--- src/rtl/layer4_act_loader.sv ---
// Serial-to-parallel activation loader for the layer-4 node array: collects N_IN
// words per frame, holds them stable, and flags act_valid once the trees settle.

module layer4_act_slot #(
  parameter int WIDTH = 32
) (
  input  logic             clk,
  input  logic             rst,
  input  logic             we,
  input  logic [WIDTH-1:0] d,
  output logic [WIDTH-1:0] q
);
  always_ff @(posedge clk) begin
    if (rst)     q <= '0;
    else if (we) q <= d;
  end
endmodule

module layer4_act_loader #(
  parameter int N_IN          = 15,
  parameter int WIDTH         = 32,
  parameter int SETTLE_CYCLES = 4
) (
  input  logic                  clk,
  input  logic                  rst,
  input  logic                  in_valid,
  output logic                  in_ready,
  input  logic [WIDTH-1:0]      in_data,
  input  logic                  in_last,
  output logic [N_IN*WIDTH-1:0] act_flat,
  output logic                  act_valid,
  input  logic                  act_ack,
  output logic                  err_len
);
  localparam int IW = (N_IN > 1) ? $clog2(N_IN) : 1;
  localparam logic [IW-1:0] LAST_IDX = IW'(N_IN - 1);
  localparam logic [7:0]    CNT_END  = 8'(SETTLE_CYCLES - 1);

  typedef enum logic [1:0] {FILL, DRAIN, SETTLE, HOLD} state_t;

  state_t                      state;
  logic [IW-1:0]               idx;
  logic [7:0]                  cnt;
  logic [N_IN-1:0][WIDTH-1:0]  slot_q;
  logic                        xfer;

  assign xfer     = in_valid & in_ready;
  assign act_flat = slot_q;

  // Slots only load in FILL, so the vector is frozen through SETTLE and HOLD.
  for (genvar k = 0; k < N_IN; k++) begin : g_slot
    layer4_act_slot #(.WIDTH(WIDTH)) u_slot (
      .clk (clk),
      .rst (rst),
      .we  ((state == FILL) && xfer && (idx == IW'(k))),
      .d   (in_data),
      .q   (slot_q[k])
    );
  end

  always_ff @(posedge clk) begin
    if (rst) begin
      state     <= FILL;
      idx       <= '0;
      cnt       <= '0;
      act_valid <= 1'b0;
      err_len   <= 1'b0;
      in_ready  <= 1'b1;
    end else begin
      err_len <= 1'b0;
      case (state)
        FILL: if (xfer) begin
          if (idx == LAST_IDX) begin
            idx <= '0;
            if (in_last) begin
              state    <= SETTLE;
              cnt      <= '0;
              in_ready <= 1'b0;
            end else begin
              err_len <= 1'b1;
              state   <= DRAIN;
            end
          end else if (in_last) begin
            err_len <= 1'b1;
            idx     <= '0;
          end else begin
            idx <= idx + 1'b1;
          end
        end
        // Tail of an over-long frame: swallow words up to its in_last.
        DRAIN: if (xfer && in_last) begin
          state <= FILL;
          idx   <= '0;
        end
        SETTLE: begin
          if (cnt == CNT_END) begin
            state     <= HOLD;
            act_valid <= 1'b1;
          end else begin
            cnt <= cnt + 1'b1;
          end
        end
        HOLD: if (act_ack) begin
          state     <= FILL;
          act_valid <= 1'b0;
          in_ready  <= 1'b1;
          idx       <= '0;
        end
        default: state <= FILL;
      endcase
    end
  end
endmodule

--- config.mk ---
export PLATFORM = sky130hd
export DESIGN_NAME = layer4_act_loader
export DESIGN_NICKNAME = d
export VERILOG_FILES = /design/src/rtl/layer4_act_loader.sv
export SDC_FILE = /design/constraint.sdc
export NUM_CORES = 1
export LEC_CHECK = 0
export CAP_MARGIN = 0
export CELL_PAD_IN_SITES_DETAIL_PLACEMENT = 0
export CELL_PAD_IN_SITES_GLOBAL_PLACEMENT = 1
export CORE_UTILIZATION = 36
export DETAILED_ROUTE_END_ITERATION = 8
export PLACE_DENSITY_LB_ADDON = 0.3
export SYNTH_ARGS = -nofsm -noshare
export SYNTH_HDL_FRONTEND = slang
export SYNTH_SLANG_ARGS = --single-unit
--- constraint.sdc ---
create_clock -name clk -period 2.62 [get_ports clk]
set_input_delay 0.393 -clock clk [delete_from_list [all_inputs] [get_ports clk]]
set_output_delay 0.393 -clock clk [all_outputs]
set_load 0.005 [all_outputs]
======== After elaboration in Yosys (flattened, before gate mapping) ========
Index checks and enable logic that the tools add are counted.
storage, ports and cells
  flip-flop bits (word level) ............. 497
  output and inout bits ................... 483
  logic and storage cells ................. 109
cells by class
  $add $sub $neg .......................... 2
  equality and inequality tests ........... 25
  muxes and demuxes ....................... 29
  bitwise operators ....................... 3
  reductions and logical operators ........ 29
operator list
  operator                                        number
  two-way mux 8 bit                               4
  == test 4 bit (second input constant)           7
  two-way mux 4 bit                               5
  logical AND 1 bit                               17
  == test 4 x 3 -> 1 bit (second input constant)  4
  case mux 8 bit (2 select lines)                 1
  AND reduction 5 bit                             3
  two-way mux 2 bit                               6
  != test 2 bit (second input constant)           6
  case mux 4 bit (3 select lines)                 1
  two-way mux 1 bit                               9
  adder 8 x 1 -> 8 bit (second input constant)    1
  == test 4 x 2 -> 1 bit (second input constant)  2
  == test 8 x 2 -> 1 bit (second input constant)  1
  case mux 2 bit (4 select lines)                 1
  nonzero test 2 bit                              3
  adder 4 x 1 -> 4 bit (second input constant)    1
  == test 2 bit (second input constant)           2
  == test 4 x 1 -> 1 bit (second input constant)  1
  logical NOT 4 bit                               1
  case mux 1 bit (2 select lines)                 2
  AND reduction 4 bit                             1
  AND reduction 3 bit                             1
  nonzero test 3 bit                              1
  other kinds (6)                                 7

======== Depth between registers and ports, before layout ========
Gate-level depths: netlist of the first run.
  depth in word-level cells ............... 5
  depth in mapped cells ................... 10
  depth with buffers taken out ............ 6

======== Modules after synthesis ========
From an unflattened synthesis of the first run, not the netlist that was laid out.
second synthesis, totals
  cell total of the unflattened synthesis .. 1,695
  area, all modules ....................... 18,672.9 um2
by module, submodules not included
  module             times used  cells an instance  area each (um2)  sequential area each (um2)
  layer4_act_slot    15          103                1,163.6          640.6
  layer4_act_loader  1           150                1,218.7          340.3

======== Worst setup path after synthesis of the first run ========
Ideal clock, no wire load.
  path type ............................... reg-to-reg
  start ................................... register state[0]
  end ..................................... register g_slot[4].u_slot.q[10]
  library setup time ...................... 0.070 ns
  arrival ................................. 1.723 ns
  required time ........................... 2.550 ns
  setup slack ............................. 0.827 ns
  cell stages (with the launch flop) ...... 11
  buffers on the path ..................... 4
  clock period less this slack ............ 1.793 ns
  cells stage by stage .................... dfxtp_1 > inv_1 > ha_1 > buf_4 > and3_1 > buf_2 > buf_2 > nand3_1 > buf_4 > nand2_1 > a21oi_1
on the way
  cells in the longest elaborated chain, start to end .. 3
ends and longest elaborated chain
  what                             line  RTL
  from (decl)                      41    state_t state;
  from (signal assigned)           63    state <= FILL;
  from (signal assigned)           76    state <= SETTLE;
  from (signal assigned)           81    state <= DRAIN;
  logical NOT 2 bit                55    .we ((state == FILL) && xfer && (idx == IW'(k))),
  logical AND 1 bit (2 in series)  55
  to (signal assigned)             14    if (rst) q <= '0;
  to (signal assigned)             15    else if (we) q <= d;
  to (decl)                        11    output logic [WIDTH-1:0] q
No other way between the ends.
A chain may end at the register's enable or synchronous reset.

======== Worst setup path after layout of the first run ========
  start ................................... register state[1]
  end ..................................... register g_slot[12].u_slot.q[6]
on the way
  cells in the longest elaborated chain, start to end .. 3
ends and longest elaborated chain
  what                             line
  logical NOT 2 bit                55
  logical AND 1 bit (2 in series)  55
  to (signal assigned)             14
  to (signal assigned)             15
  to (decl)                        11
No other way between the ends.

==> results of run 1 <==
## cells in the mapped netlist, drive strengths merged (2+ instances only)
library cell	n
a31oi	2
inv	9
and3	4
nand2b	2
o21ai	9
dfxtp	497
a311oi	2
nor4	2
ha	10
a21oi	494
or3	2
o211ai	2
clkbuf	120
nor2	13
buf	69
nor3	7
nand3	19
a22oi	2
or2	3
or4	5
a21o	3
nand2	965
and2	2
nand4	9
nor2b	4
a22o	2
## final cells by class
| type | instances | area [um2] |
|---|---|---|
| multi-input cells | 1579 | 7022 |
| well taps | 664 | 830.8 |
| inverters | 9 | 33.78 |
| flip-flops and latches | 497 | 9950 |
| fillers | 4647 | 23230 |
| clock inverters | 16 | 240.2 |
| clock buffers | 80 | 1570 |
| repair buffers | 590 | 5971 |
## per-stage QoR
| step | power [mW] | util [%] |
|---|---|---|
| floorplan | 8.129 | - |
| global placement | 8.598 | 48.73 |
| detailed placement | 8.608 | 48.73 |
| CTS | 16.38 | 52.44 |
| global route | 16.75 | 52.44 |
| finish | 16.26 | 52.44 |
## layer usage
metal	GRT usage (%)	wire length (um)	part of all wire [%]	up-vias
met5	0	0	0	-
met4	8.383	2030	2.9	0
met3	8.648	6764	9.5	106
met2	42.67	31640	45	669
met1	35.83	30660	43	8197
li1	-	-	-	8259
## sequential cells by signal (all words and copies together) (netlist names)
| register | flops |
|---|---|
| g_slot.u_slot.q | 480 |
| idx | 4 |
| cnt | 8 |
| state | 2 |
| act_valid | 1 |
| err_len | 1 |
| in_ready | 1 |
## layout by cell type, fill, tap and decap left out, types with 2 or more instances in the layout
| cell type | synthesis | final |
|---|---|---|
| dfxtp_1 | 497 | 497 |
| clkbuf_16 | 0 | 55 |
| nand2_1 | 965 | 965 |
| o211ai_1 | 2 | 2 |
| nor3_1 | 3 | 3 |
| and3_1 | 4 | 4 |
| nand4_2 | 3 | 3 |
| nor2b_1 | 4 | 4 |
| clkbuf_8 | 0 | 10 |
| or3_1 | 2 | 2 |
| nor3_4 | 0 | 4 |
| nor4_1 | 2 | 2 |
| a31oi_1 | 2 | 2 |
| clkinv_2 | 0 | 7 |
| nor2_2 | 2 | 7 |
| clkdlybuf4s50_1 | 0 | 518 |
| nand3_1 | 19 | 17 |
| clkbuf_1 | 120 | 15 |
| or2_2 | 3 | 3 |
| bufinv_16 | 0 | 6 |
| a22o_1 | 2 | 2 |
| buf_4 | 29 | 52 |
| ha_1 | 10 | 10 |
| and2_1 | 2 | 2 |
| inv_1 | 9 | 9 |
| or4_1 | 5 | 5 |
| nor2_4 | 0 | 4 |
| buf_12 | 0 | 19 |
| o21ai_0 | 9 | 9 |
| a21oi_1 | 494 | 494 |
| nand2b_1 | 2 | 2 |
| a21o_1 | 3 | 3 |
| nand4_1 | 6 | 6 |
| nand3_2 | 0 | 2 |
| a311oi_1 | 2 | 2 |
| nor2_1 | 11 | 2 |
| inv_6 | 0 | 2 |
## path summary, 6_finish.rpt
check                                                    startpoint                             endpoint  slack (ns)  cells past startpoint
worst min register to register  g_slot[2].u_slot.q[15]$_SDFFE_PP0P_  g_slot[2].u_slot.q[15]$_SDFFE_PP0P_        0.45                      2
worst max register to register                state[1]$_SDFFE_PP0P_  g_slot[12].u_slot.q[6]$_SDFFE_PP0P_        0.39                      6
worst min-delay path                                            rst   g_slot[0].u_slot.q[7]$_SDFFE_PP0P_        0.30                      2
worst max-delay path                          state[1]$_SDFFE_PP0P_  g_slot[12].u_slot.q[6]$_SDFFE_PP0P_        0.39                      6
## cell families after synthesis
logic type / synth area share [%]
buffers and inverters: 5.103
and+or+nand+nor: 23.05
AOI/OAI and AO/OA: 15.21
adders and majority gates: 0.7028
xor gates and xnor gates: 0.04921
DFF: 55.89
## critical path, delay by kind of cell, from the launching register on
family / cells / cell delay, ns
simple gates: 3 / 1.17
fa+ha+maj: 1 / 0.39
flops: 1 / 0.34
buf+inv: 1 / 0.11
compound gates: 1 / 0.07
## where the power goes
| group | internal (mW) | switching [mW] | total (mW) |
|---|---|---|---|
| registers | 7.62 | 0.0383 | 7.66 |
| clock network | 4.71 | 3.10 | 7.82 |
| logic | 0.268 | 0.513 | 0.781 |
==> metrics.md, run 1 <==
| Metric | Value |
|---|---|
| Drt wl/cell | `between 20 and 25 um` |
| Startpoint types | `flip-flop` |
| Vias per cell | `~5.0` |
| Leakage power | `8.398 nW` |
| Max-cap violation count | `0` |
| Layout overhead on the synthesized area | `43.90%` |
| RSZ-0062 raised after global routing | `false` |
| Part of the Yosys area used for sequential elements | `55.89%` |
| Routability Congestion | `between 0.8 and 0.9` |
| IO buf count | `519` |
| Worst slew margin | `40.79%` |
| CTS tree | `done` |
| Antenna Nets Post-Route | `0` |
| First-pass GRT wire length | `103,900 um` |
| Row cnt | `between 80 and 90` |
| EDFF count, synth | `0` |
| Synth Register Bits | `497` |
| Top cells by area, synth | `dfxtp_1 56%, nand2_1 20%, a21oi_1 14%` |
| Final non-filler cell total | `3,435` |
| Leading area contributor after synthesis | `dfxtp_1` |
| Unique masters post-synth | `48` |
| Clock Path Buffers | `3` |
| Pwr dens | `634.8 nW/um2` |
| Max VDD drop | `0.4579 mV` |
| Area of the mapped netlist | `17,800 um2` |
| Setup TNS | `0 ns` |
| Kind of critical path | `flip-flop to flip-flop` |
| Status | `complete, no violations` |
| Grt total ovfl | `0` |
| Arr. time, crit path | `2.68 ns` |
| DIE AREA | `50,340 um2` |
| Setup ws final | `0.3857 ns` |
| Fmax | `447.6 MHz` |
| Die width | `224.4 um` |
| Critical-path cell list | `inv_1, ha_1, nand4_2, or2_2, nand2_1, a21oi_1` |
| Initial Util | `between 30% and 40%` |
| Post-CTS Resized | `0` |
| Worst hold slack | `0.3011 ns` |
| Final period util | `85.28%` |
| Postcts setup bufs | `0` |
| Final min period | `2.234 ns` |
| Largest net degree at the start of global routing | `110` |
| Ys flop type | `dfxtp_1` |
| Detailed-route wire length | `around 71,000 um` |
| Post-Place Cells | `3,339` |
| Final setup viols | `0` |
| CP max stage cell | `or2_2` |
| CP Max Fanout | `32` |
| Register clock-pin slew on the reported worst setup and hold paths | `0.06 ns` |
| Total Routing Usage GR | `27.31%` |
| Top Ports | `520` |
| Fraction of registers with async set/reset | `0%` |
| Syn Inst Count | `2,274` |
| Crit path capture type | `flip-flop` |
| Yosys warning total | `0` |
| Nets | `2,777` |
| Post-synth top area share | `55.89%` |
| Post-route cell area | `25,620 um2` |
| Area of placed instances | `23,810 um2` |
| CTS Buf Count | `53` |
| Fin. max-slew vios | `0` |
| Total number of vias | `17,230` |
| Diode count | `0` |
| Die height | `224.4 um` |
| Skew-Pair Late Insertion Delay | `0.61 ns` |
| Vias in the first global route | `16,200` |
| HP Class | `input pin to flip-flop` |
| Core area | `between 40,000 and 50,000 um2` |
| CTS root buffer | `clkbuf_16` |
| Syn Nets | `2,321` |
| Worst slack, placed | `~0.035 ns` |
| Post-Syn Area per Cell | `7.829 um2` |
| CP required | `3.06 ns` |
| Share of cells above drive strength 1 | `6.496%` |
| Iter 0 DRT Violations | `1,147` |
| DP HPWL | `46,620 um` |
| Clk sink count | `slightly below 500` |
| Max incr delay on CP | `approximately 0.67 ns` |
| Actual slew at the worst max-slew pin | `0.8854 ns` |
| Max Clock Skew | `0.02757 ns` |
| Initial antenna violation count | `0` |
| H-tree depth | `2` |
| # DRC | `0` |
| CTS Hold Bufs | `0` |
| Final Hold Fails | `0` |
| First drt pass iteration count | `6` |
Note: power is estimated with default switching activity, not from simulation.
==> run 2, diff against run 1 <==
--- a/config.mk
+++ b/config.mk
@@ -11,6 +11,7 @@
 export CORE_UTILIZATION = 36
 export DETAILED_ROUTE_END_ITERATION = 8
 export PLACE_DENSITY_LB_ADDON = 0.3
+export RECOVER_POWER = 25
 export SYNTH_ARGS = -nofsm -noshare
 export SYNTH_HDL_FRONTEND = slang
 export SYNTH_SLANG_ARGS = --single-unit
==> run 2 against run 1 <==
Effect of this change:
- global-route usage unchanged
- die area did not move
- setup slack got worse by 0.00091 ns
- register-to-register slack is essentially flat
- non-clock buffer count is the same
- critical path type unchanged
==> metrics.md, run 2 (synthesis results as in run 1) <==
| Metric | Value |
|---|---|
| Fmax | `around 450 MHz` |
| WL met2 | `31,580 um` |
| Die height | `224.4 um` |
| Met3 WL | `approximately 6900 um` |
| Area of placed instances | `23,810 um2` |
| Setup ws final | `0.3848 ns` |
| Logic pwr share | `4.7%` |
| Initial Util | `36.44%` |
| Final period util | `85.31%` |
| # DRC | `0` |
| Antenna Nets Post-Route | `0` |
| H-tree depth | `2` |
| Share of cells above drive strength 1 | `6.496%` |
| Crit path capture type | `flip-flop` |
| Top Ports | `520` |
| Status | `complete, no violations` |
| DP HPWL | `roughly 47,000 um` |
| Kind of critical path | `flip-flop to flip-flop` |
| Max-cap violation count | `0` |
| Largest net degree at the start of global routing | `110` |
| CTS tree | `done` |
| Sw frac | `22.48%` |
| Drt wl/cell | `20.68 um` |
| CTS Buf Count | `53` |
| Startpoint types | `flip-flop` |
| Pwr dens | `634.0 nW/um2` |
| Fin. max-slew vios | `0` |
| Layout overhead on the synthesized area | `43.90%` |
| Total Routing Usage GR | `27.31%` |
| Vias in the first global route | `16,200` |
| CP required | `3.06 ns` |
| Share of power burned in the clock network | `48.1%` |
| RSZ-0062 raised after global routing | `false` |
| IO buf count | `519` |
| P_int | `between 10 and 15 mW` |
| Post-CTS Resized | `0` |
| Reg2Reg Launch Point | `state[1]$_SDFFE_PP0P_` |
| M1 WL | `30,510 um` |
| Post-route cell area | `25,620 um2` |
| Postcts setup bufs | `0` |
| Total number of vias | `17,280` |
| Clk sink count | `497` |
| Final Hold Fails | `0` |
| Biggest regs | `g_slot.u_slot.q x480, cnt x8, idx x4` |
| Setup TNS | `0 ns` |
| Final setup viols | `0` |
| Iter 0 DRT Violations | `1,170` |
| Routability Congestion | `0.8385` |
| Row cnt | `81` |
| Leakage power | `9.249 nW` |
| DIE AREA | `50,340 um2` |
| Worst slack, placed | `0.03545 ns` |
| Switch Pwr | `3.651 mW` |
| Top layer used by detailed routing | `met4` |
| Hold_sp | `rst` |
| Flop2flop setup slack | `0.38 ns` |
| Nets | `2,777` |
| Largest Register | `g_slot.u_slot.q` |
| HP Class | `input pin to flip-flop` |
| Vias per cell | `5.031` |
| Final min period | `2.235 ns` |
| Worst slew margin | `40.64%` |
| Arr. time, crit path | `2.68 ns` |
| Initial antenna violation count | `0` |
| Grt total ovfl | `0` |
| Die width | `224.4 um` |
| Register clock-pin slew on the reported worst setup and hold paths | `0.06 ns` |
| Seq pwr share | `47.2%` |
| Most frequent cells in the layout | `965 x nand2_1, 497 x dfxtp_1, 494 x a21oi_1` |
| Commonest non-fill, non-tap cell in the layout | `nand2_1` |
| CP Max Fanout | `32` |
| Max reg flops | `480` |
| Detailed-route wire length | `approximately 70,000 um` |
| Diode count | `0` |
| CP Launch Point | `state[1]$_SDFFE_PP0P_` |
| Max VDD drop | `about 0.46 mV` |
| First drt pass iteration count | `7` |
| First-pass GRT wire length | `roughly 100,000 um` |
| Clock Path Buffers | `3` |
| CTS root buffer | `clkbuf_16` |
| CTS Hold Bufs | `0` |
| Max Clock Skew | `0.03056 ns` |
| Actual slew at the worst max-slew pin | `0.8877 ns` |
| Skew-Pair Late Insertion Delay | `0.61 ns` |
| Core area | `~49,000 um2` |
## run 2: cell types whose count changed in the layout (fill, tap and decap cells not counted), sizes merged
| cell | delta |
|---|---|
| clkdlybuf4s50 | -243 |
| dlygate4sd3 | +243 |
## run 2: worst paths after layout
check,end,cells past startpoint
worst max register to register,g_slot[12].u_slot.q[6]$_SDFFE_PP0P_,6
worst min register to register,g_slot[2].u_slot.q[15]$_SDFFE_PP0P_,2
worst min-delay path,g_slot[0].u_slot.q[7]$_SDFFE_PP0P_,2
worst max-delay path,g_slot[12].u_slot.q[6]$_SDFFE_PP0P_,6
## run 2: critical path, stage by stage, from the launching register on
cell and delay [ns]:
dfxtp_1 0.34, inv_1 0.11, ha_1 0.39, nand4_2 0.33, or2_2 0.67, nand2_1 0.17, a21oi_1 0.07
## run 2: final cells by class
| class | count | area, um2 |
|---|---|---|
| fill | 4647 | 23230 |
| sequential | 497 | 9950 |
| multi-input combinational | 1579 | 7022 |
| timing repair buffer | 590 | 5971 |
| clock buffer | 80 | 1570 |
| tap | 664 | 830.8 |
| clock inverter | 16 | 240.2 |
| inverter | 9 | 33.78 |
## run 2: power by group through the flow
stage	Sequential [mW]	Combinational, mW	Clock [mW]
2_1_floorplan	7.83	0.300	0
3_3_place_gp	7.83	0.771	0
3_5_place_dp	7.83	0.777	0
4_1_cts	7.66	0.779	7.94
5_1_grt	7.66	0.809	8.26
6_report	7.66	0.766	7.81
## run 2: per-stage QoR
step / cells / hold WS (ns) / util, % / total power, mW
finish: 3435 / 0.3141 / 52.44 / 16.24
CTS: 3435 / 0.3114 / 52.44 / 16.38
floorplan: 2274 / 0.4527 / - / 8.129
detailed placement: 3339 / 0.4455 / 48.73 / 8.608
global placement: 3339 / 0.4405 / 48.73 / 8.598
global route: 3435 / 0.3268 / 52.44 / 16.73
## run 2: layer usage
| metal | up-vias | track usage (%) |
|---|---|---|
| met5 | - | 0 |
| met4 | 0 | 8.383 |
| met3 | 111 | 8.648 |
| met2 | 685 | 42.67 |
| met1 | 8224 | 35.83 |
| li1 | 8260 | - |
==> run 3, diff against run 2 <==
--- a/config.mk
+++ b/config.mk
@@ -8,8 +8,11 @@
 export CAP_MARGIN = 0
 export CELL_PAD_IN_SITES_DETAIL_PLACEMENT = 0
 export CELL_PAD_IN_SITES_GLOBAL_PLACEMENT = 1
-export CORE_UTILIZATION = 36
+export CORE_UTILIZATION = 38
+export CTS_BUF_LIST = sky130_fd_sc_hd__clkbuf_2
 export DETAILED_ROUTE_END_ITERATION = 8
+export GPL_ROUTABILITY_DRIVEN = 0
+export MAX_ROUTING_LAYER = met4
 export PLACE_DENSITY_LB_ADDON = 0.3
 export RECOVER_POWER = 25
 export SYNTH_ARGS = -nofsm -noshare
==> run 3 against run 2 <==
Effect of this change:
- core utilization up 1.9 points
- worst hold slack worse by 0.16 ns
- combinational power grew 2.7%
- global-route usage grew 3.9 points
- critical endpoint is now g_slot[9].u_slot.q[12]$_SDFFE_PP0P_
- count of clock-buffer cells in the layout up 113
==> metrics.md, run 3 (synthesis results as in run 1) <==
| Metric | Value |
|---|---|
| CTS Buf Count | `136` |
| Detailed-route wire length | `73,210 um` |
| Iter 0 DRT Violations | `1,244` |
| Final Hold Fails | `0` |
| Vias per cell | `around 5` |
| Final period util | `approximately 94%` |
| Crit path capture type | `flip-flop` |
| Skew-Pair Late Insertion Delay | `approximately 1.3 ns` |
| CTS root buffer | `clkbuf_2` |
| Largest Register | `g_slot.u_slot.q` |
| GRT busiest layer | `met2` |
| Clock Path Buffers | `3` |
| Grt total ovfl | `0` |
| CP max stage cell | `and3_1` |
| Startpoint types | `flip-flop` |
| CP required | `3.76 ns` |
| Row cnt | `slightly below 80` |
| Commonest non-fill, non-tap cell in the layout | `nand2_1` |
| Most frequent cells in the layout | `965 x nand2_1, 494 x a21oi_1, 483 x dlygate4sd2_1` |
| WHS Path Cells | `3` |
| CTS tree | `done` |
| H-tree depth | `4` |
| Reg2Reg Depth | `8` |
| Antenna Nets Post-Route | `0` |
| Total Routing Usage GR | `31.25%` |
| Worst hold slack | `0.1559 ns` |
| Leakage power | `~11 nW` |
| Grt met2 use | `~47%` |
| Layout overhead on the synthesized area | `39.72%` |
| Setup ws final | `~0.15 ns` |
| Nets | `2,911` |
| Layout fillers | `approximately 4,500` |
| RSZ-0062 raised after global routing | `false` |
| Register clock-pin slew on the reported worst setup and hold paths | `0.10 ns` |
| Total number of vias | `about 18,000` |
| Critical-path cell list | `inv_1, ha_1, and3_1, clkbuf_1, nand3_1, clkbuf_4, nand2_1, a21oi_1` |
| Clk sink count | `497` |
| Fmax | `slightly above 400 MHz` |
| Area of the multi-input gates | `7007 um2` |
| First drt pass iteration count | `5` |
| Actual slew at the worst max-slew pin | `0.9458 ns` |
| Max-cap violation count | `0` |
| Worst slack, placed | `0.3626 ns` |
| Max Clock Skew | `0.1121 ns` |
| Pwr dens | `560.2 nW/um2` |
| Reg area | `10,170 um2` |
| Initial antenna violation count | `2` |
| CP Max Fanout | `21` |
| Post-Place Cells | `between 3,000 and 4,000` |
| Met1 usage | `between 30% and 40%` |
| Drt wl/cell | `20.63 um` |
| Largest net degree at the start of global routing | `103` |
| Fin. max-slew vios | `0` |
| Final non-filler cell total | `roughly 3,500` |
| Final setup viols | `0` |
| Met3 Use GR | `10.81%` |
| Arr. time, crit path | `3.62 ns` |
| IO buf count | `519` |
| First-pass GRT wire length | `~110,000 um` |
| Max incr delay on CP | `0.38 ns` |
| Setup TNS | `0 ns` |
| HP Class | `input pin to flip-flop` |
| DP HPWL | `47,370 um` |
| Kind of critical path | `flip-flop to flip-flop` |
| Initial Util | `~39%` |
| Core area | `roughly 46,000 um2` |
| Top Ports | `520` |
| # DRC | `0` |
| Vias in the first global route | `roughly 17,000` |
| Die height | `218.4 um` |
| Biggest regs | `g_slot.u_slot.q x480, cnt x8, idx x4` |
| Status | `complete, no violations` |
| DIE AREA | `47,720 um2` |
| Max VDD drop | `0.3696 mV` |
| Die width | `218.4 um` |
| Share of cells above drive strength 1 | `16.64%` |
| Max reg flops | `480` |
| Final min period | `2.473 ns` |
| Worst slew margin | `36.75%` |
-- run 3: cell types whose count changed in the layout (fill, tap and decap cells not counted), moves of 6 or more --
cell	delta
clkinv_1	+8
dfxtp_2	+171
inv_2	+7
dlygate4sd2_1	+483
clkbuf_1	-12
dfxtp_1	-172
clkdlybuf4s50_1	-240
buf_12	-6
clkbuf_8	-10
clkbuf_2	+195
clkbuf_16	-55
buf_4	+13
dlygate4sd3_1	-208
-- run 3: report_power, final --
part           leakage [nW]  switching [mW]  total [mW]  internal [mW]
clock network         0.903            3.25        5.50           2.25
logic                  6.00           0.525       0.787          0.263
registers              4.09          0.0335        7.65           7.62
-- run 3: cell type report --
cell class	count	area share (%)
multi-input combinational	1579	28.17
clock inverter	25	0.7747
timing repair buffer	641	23.09
tap	600	3.018
sequential	497	40.88
clock buffer	193	3.883
antenna	5	0.05030
inverter	9	0.1358
-- run 3: what timing repair did --
action / in CTS / in global routing
setup endpoints to repair: 483 / 1
hold buffers: 35 / 0
setup buffers: 8 / 0
hold endpoints to repair: 497 / 0
gates resized for setup: 656 / 1
-- run 3: path summary, 6_finish.rpt --
path	start	endpoint	slack (ns)
setup / recovery	state[0]$_SDFFE_PP0P_	g_slot[9].u_slot.q[12]$_SDFFE_PP0P_	0.15
hold / removal	in_data[31]	g_slot[12].u_slot.q[31]$_SDFFE_PP0P_	0.16
setup reg to reg	state[0]$_SDFFE_PP0P_	g_slot[9].u_slot.q[12]$_SDFFE_PP0P_	0.15
hold reg to reg	g_slot[5].u_slot.q[12]$_SDFFE_PP0P_	g_slot[5].u_slot.q[12]$_SDFFE_PP0P_	0.45
-- run 3: worst max-delay path: cells and delay by family (launching register included) --
family | cells | cell delay (ns)
adder cells (fa/ha/maj) | 1 | 0.37
AO/OA/AOI/OAI | 1 | 0.07
flip-flops | 1 | 0.35
buffers and inverters | 3 | 0.75
AND/OR/NAND/NOR | 3 | 0.73
-- run 3: stage by stage --
stage | total power [mW] | utilization [%] | instance area, um2
CTS | 14.06 | 54.47 | 24930
floorplan | 8.129 | - | 17800
global route | 14.55 | 54.32 | 24870
finish | 13.93 | 54.34 | 24870
detailed placement | 8.611 | 51.89 | 23750
global placement | 8.603 | 51.89 | 23750
-- run 3: routing by layer --
| metal | vias to the layer above | part of all wire (%) |
|---|---|---|
| met3 | 107 | 10 |
| met4 | 0 | 2.6 |
| met5 | - | 0 |
| li1 | 8581 | - |
| met2 | 769 | 46 |
| met1 | 8667 | 42 |
==> edit 1, RTL diff (settings of run 2) <==
`WIDTH` is set to 32 in 2 places; all go to 48.
--- a/src/rtl/layer4_act_loader.sv
+++ b/src/rtl/layer4_act_loader.sv
@@ -2,7 +2,7 @@
 // words per frame, holds them stable, and flags act_valid once the trees settle.
 
 module layer4_act_slot #(
-  parameter int WIDTH = 32
+  parameter int WIDTH = 48
 ) (
   input  logic             clk,
   input  logic             rst,
@@ -18,7 +18,7 @@
 
 module layer4_act_loader #(
   parameter int N_IN          = 15,
-  parameter int WIDTH         = 32,
+  parameter int WIDTH         = 48,
   parameter int SETTLE_CYCLES = 4
 ) (
   input  logic                  clk,
Interface: changed (resized act_flat and in_data); port bits go from 520 to 776. The function was not compared with the original's and may differ.
==> edit 1 against run 2 <==
- core utilization up 0.49 points
- area after synthesis rose by 46%
- worst setup slack worse by 25 ps
- critical path depth is 1 higher
- final area is 47% higher
- sequential cell count grew 240
- total power grew 49%
- wire length increased by 63%
- critical path type unchanged
==> edit 1: results (changes against run 2) <==
Run status
  • Run status: completed

Layout
  • # fillers: 6753 (+45%)
  • Biggest regs: g_slot.u_slot.q (720), cnt (8), idx (4)
  • Fraction of layout cells with a size suffix above 1: 6.971% (+0.48 points)
  • Layout net count: 4075 (+47%)

Route
  • Vias per cell: 5.021 (-0.19%)
  • Antenna viol nets, final: 0 (unchanged)
  • Drt pass-1 iters: 7 (unchanged)
  • Routed len/inst: 22.97 um (+11%)
  • DR iter-0 viols: 2015 (+72%)

Global routing
  • GRT Total Usage: 30.40% (+3.1 points)
  • Initial antenna violation count: 3 (+3)
  • Largest net degree at the start of global routing: 107 (-2.7%)
  • Number of global-route vias before repair: 23088 (+43%)
  • Global-route wire length before repair: 165300 um (+59%)

Setup path
  • Crit Path Max Fanout: 24 (-25%)
  • R2R depth: 7 (+1)
  • CP Data Arrival Time: 2800 ps (+120 ps)
  • FF-to-FF Start: state[0]$_SDFFE_PP0P_
  • R2r endpoint: g_slot[3].u_slot.q[46]$_SDFFE_PP0P_
  • Critical path class: reg -> reg
  • R2R Setup Slk: 360 ps (-30 ps)

Logic synthesis
  • Async SR Flop Fraction: 0% (unchanged)
  • Distinct cells, synth: 46 (-4.2%)
  • Post-synthesis sequential area ratio: 56.92% (+1.0 points)
  • Commonest cells post-synth: 1449 x nand2_1, 737 x dfxtp_1, 728 x a21oi_1, 193 x clkbuf_1, 89 x buf_2
  • Mux cell area share after synthesis: 0% (unchanged)
  • Post-Syn Nets: 3395 (+46%)
  • Synth Area in Adders: 0.4827% (-0.22 points)
  • Synth Area in Compound Gates: 15.07% (-0.14 points)
  • Ys Warns: 0 (unchanged)
  • XOR/XNOR Fraction of Synth Area: 0.03379% (-0.015 points)
  • Top post-synthesis cells by area: dfxtp_1 57%, nand2_1 21%, a21oi_1 14%, clkbuf_1 2.8%, buf_2 1.7%

CTS
  • Setup repair bufs after CTS: 0 (unchanged)
  • H-tree levels: 3 (+1)
  • Cts repair resizes: 0 (unchanged)
  • Register clock-pin slew on the reported worst setup and hold paths: 60 ps (about the same)
  • Max clock buf depth: 3 (unchanged)
  • Clock buffer count from CTS: 79 (+49%)
  • Worst-Skew Late Latency: 620 ps
  • CTS root buffer: clkbuf_16

Pwr
  • Worst vdd ir: 391.9 uV (-14%)
  • Pleak: 0.01373 uW (+48%)

Placed design
  • HPWL after detailed placement: 77200 um (+66%)
  • Gpl congestion: 0.8382 (about the same)
  • Worst slack, placed: 164.9 ps (+129.4 ps)
  • PortBufs: 775 (+49%)

Min path
  • Worst hold-check path type: in -> reg
  • Hold path endpoint: g_slot[0].u_slot.q[16]$_SDFFE_PP0P_
  • Hold depth: 2 (unchanged)
  • Worst Hold Launch: rst

Timing
  • Worst hold slack: 182.9 ps (-131.2 ps)
  • Clock Skew: 20.80 ps (-9.759 ps)
  • Relative slew slack: 48.75% (+8.1 points)
==> edit 1: cell types whose count changed in the layout (fill, tap and decap cells not counted), moves of 26 or more <==
cell,change
clkdlybuf4s50_1,+134
a21oi_1,+234
buf_4,+31
clkbuf_16,+26
nand2_1,+483
dfxtp_1,+240
dlygate4sd3_1,+121
==> edit 1: per-layer routing <==
metal  global-route usage (%)  vias to the layer above  share of wire, %
li1                         -                    12068                 -
met2                    50.43                     1083                47
met1                    37.22                    11896                40
met5                        0                        -                 0
met3                    8.393                      184               9.2
met4                    11.82                        0               3.8
==> edit 1: report_power, final <==
part           leakage [uW]  switching (uW)  internal [uW]  total, uW
registers           0.00594            38.3          11300      11300
clock network       0.00135            4710           7070      11800
logic               0.00644             783            342       1130
total                0.0137            5530          18700      24200
==> edit 1: cells by family (layout without fill, tap and decap cells) <==
kind of cell,after synthesis,in the layout
flip-flops,737,737
buffers and inverters,300,1042
XOR/XNOR,1,1
AO/OA/AOI/OAI,762,762
other,0,1
adder cells (fa/ha/maj),10,10
AND/OR/NAND/NOR,1522,1522
==> edit 1: area by class of cell <==
type | instances | area (sq um) | area share [%]
Clock buffer | 117 | 2372 | 6.280
Tap cell | 950 | 1189 | 3.147
Multi-Input combinational cell | 2295 | 10090 | 26.71
Timing Repair Buffer | 887 | 8961 | 23.72
Clock inverter | 26 | 362.8 | 0.9606
Antenna cell | 1 | 2.502 | 0.006624
Inverter | 12 | 45.04 | 0.1192
Sequential cell | 737 | 14750 | 39.06
==> edit 1: through the flow <==
stage | utilization [%] | total power [uW] | std cells | area, sq um
after floorplan | - | 11980 | 3332 | 25920
after global placement | 49.10 | 12700 | 4881 | 35040
after detailed placement | 49.10 | 12700 | 4881 | 35040
after CTS | 52.93 | 24410 | 5024 | 37770
after global routing | 52.93 | 24910 | 5024 | 37770
final | 52.93 | 24220 | 5025 | 37780
==> edit 1: worst max-delay path by stage <==
stage                                            to  slack [ps]
2_1_floorplan  g_slot[12].u_slot.q[27]$_SDFFE_PP0P_         770
3_3_place_gp    g_slot[3].u_slot.q[31]$_SDFFE_PP0P_         210
3_5_place_dp    g_slot[3].u_slot.q[46]$_SDFFE_PP0P_         160
4_1_cts         g_slot[3].u_slot.q[10]$_SDFFE_PP0P_         360
5_1_grt         g_slot[3].u_slot.q[43]$_SDFFE_PP0P_         160
6_report        g_slot[3].u_slot.q[46]$_SDFFE_PP0P_         360
==> edit 1: critical path, stage by stage (launching register included) <==
cell     delay, ps
dfxtp_1        350
inv_1          120
ha_1           410
nand4_1        350
nor3_2         320
buf_4          380
nand2_1         90
a21oi_1        140
==> edit 2, RTL diff (settings of run 2) <==
Made on the original files. Register the output `err_len` once more, cleared by the reset; this adds one clock of latency there. The other outputs are not delayed to match.
--- a/src/rtl/layer4_act_loader.sv
+++ b/src/rtl/layer4_act_loader.sv
@@ -38,6 +38,8 @@
 
   typedef enum logic [1:0] {FILL, DRAIN, SETTLE, HOLD} state_t;
 
+  logic err_len_s0;
+
   state_t                      state;
   logic [IW-1:0]               idx;
   logic [7:0]                  cnt;
@@ -64,10 +66,10 @@
       idx       <= '0;
       cnt       <= '0;
       act_valid <= 1'b0;
-      err_len   <= 1'b0;
+      err_len_s0 <= 1'b0;
       in_ready  <= 1'b1;
     end else begin
-      err_len <= 1'b0;
+      err_len_s0 <= 1'b0;
       case (state)
         FILL: if (xfer) begin
           if (idx == LAST_IDX) begin
@@ -77,11 +79,11 @@
               cnt      <= '0;
               in_ready <= 1'b0;
             end else begin
-              err_len <= 1'b1;
+              err_len_s0 <= 1'b1;
               state   <= DRAIN;
             end
           end else if (in_last) begin
-            err_len <= 1'b1;
+            err_len_s0 <= 1'b1;
             idx     <= '0;
           end else begin
             idx <= idx + 1'b1;
@@ -110,5 +112,13 @@
       endcase
     end
   end
+  always_ff @(posedge clk) begin
+    if (rst) begin
+      err_len <= '0;
+    end else begin
+      err_len <= err_len_s0;
+    end
+  end
+
 endmodule
 
Behaviour: not the same (Yosys sat finds a counterexample within 4 cycles, from zero or initial values and one cycle with rst high).
==> edit 2 against run 2 <==
- total power down 5.4%
- final area down 0.97%
- worst setup slack worse by 49 ps
- wire length down 2.3%
- sequential power about the same
- clock skew down 14 ps
- sequential cell count up 1
- core utilization up 0.25 points
- area after synthesis down 0.37%
==> edit 2: results (changes against run 2) <==
Layout
  • Clkbuf count: 77 (-3.8%)
  • Seq_cells: 498 (+0.20%)
  • Area occupied by registers: 9970 sq um (+0.20%)
  • Fraction of layout cells with a size suffix above 1: 6.268% (-0.23 points)
  • Clock network area share: 6.254% (-0.81 points)
  • Non-clk buf share: 23.44% (+0.13 points)
  • Non-clk bufs: 585 (-0.85%)
  • Multi-input combinational area share: 27.57% (+0.16 points)
  • Logic inverters: 14 (+5)
  • # fillers: 4475 (-3.7%)

Logic synthesis
  • Synth Area in Adders: 0.7055% (+0.0026 points)
  • Mux cell area share after synthesis: 0.1764% (+0.18 points)
  • Post-Syn Nets: 2328 (+0.30%)
  • Post-synthesis sequential area ratio: 56.21% (+0.32 points)
  • Synth Area in Compound Gates: 15.02% (-0.19 points)
  • Syn avg cell area: 7.775 sq um (-0.68%)

Placed design
  • Worst slack, placed: 211.8 ps (+176.4 ps)
  • HPWL after detailed placement: 46500 um (-0.26%)

Pwr
  • Worst vdd ir: 551.5 uV (+20%)
  • P_int: 11830 uW (-6.1%)
  • Pleak: 0.009161 uW (-0.96%)
  • Power Sequential: 7650 uW (about the same)

CTS
  • Clock buffer count from CTS: 52 (-1.9%)

Route
  • Vias: 17108 (-1.0%)
  • Vias per cell: 5.008 (-0.44%)
  • Post-Route WL: 69390 um (-2.3%)

Min path
  • Hold path endpoint: idx[0]$_SDFFE_PP0P_

Setup path
  • R2R Setup Slk: 340 ps (-50 ps)
  • CP startpoint: state[0]$_SDFFE_PP0P_
  • R2R depth: 7 (+1)

Global routing
  • Met1 Use GR: 35.16% (-0.66 points)
  • Global routing usage on met2: 42.38% (-0.30 points)
  • GR Util met3: 7.634% (-1.0 points)
  • GRT Total Usage: 26.78% (-0.53 points)

Timing
  • Worst-margin pin slew: 790.2 ps (-97.47 ps)

Run status
  • Run status: completed
## edit 2: changes by cell type after synthesis, moves of 4 or more
cell,change
a21oi_1,-6
buf_4,-29
clkbuf_1,+37
inv_1,+5
nand2b_1,+7
nand3_1,-10
nand4_1,-4
nor2_1,+7
o21ai_0,-5
o32ai_1,+4
or2_2,+5
## edit 2: kinds of logic (layout without fill, tap and decap cells)
family,after synthesis,after routing
xor+xnor,2,2
simple gates,1044,1044
mux,3,3
fa+ha+maj,10,10
compound gates,515,515
buf+inv,209,688
flops,498,498
## edit 2: worst max path at each step
stage                                                end  depth (start not counted)
finish               g_slot[2].u_slot.q[18]$_SDFFE_PP0P_                          7
global route         g_slot[2].u_slot.q[30]$_SDFFE_PP0P_                          7
CTS                 g_slot[12].u_slot.q[22]$_SDFFE_PP0P_                          6
detailed placement  g_slot[12].u_slot.q[22]$_SDFFE_PP0P_                          5
global placement    g_slot[12].u_slot.q[24]$_SDFFE_PP0P_                          5
floorplan            g_slot[3].u_slot.q[17]$_SDFFE_PP0P_                          9
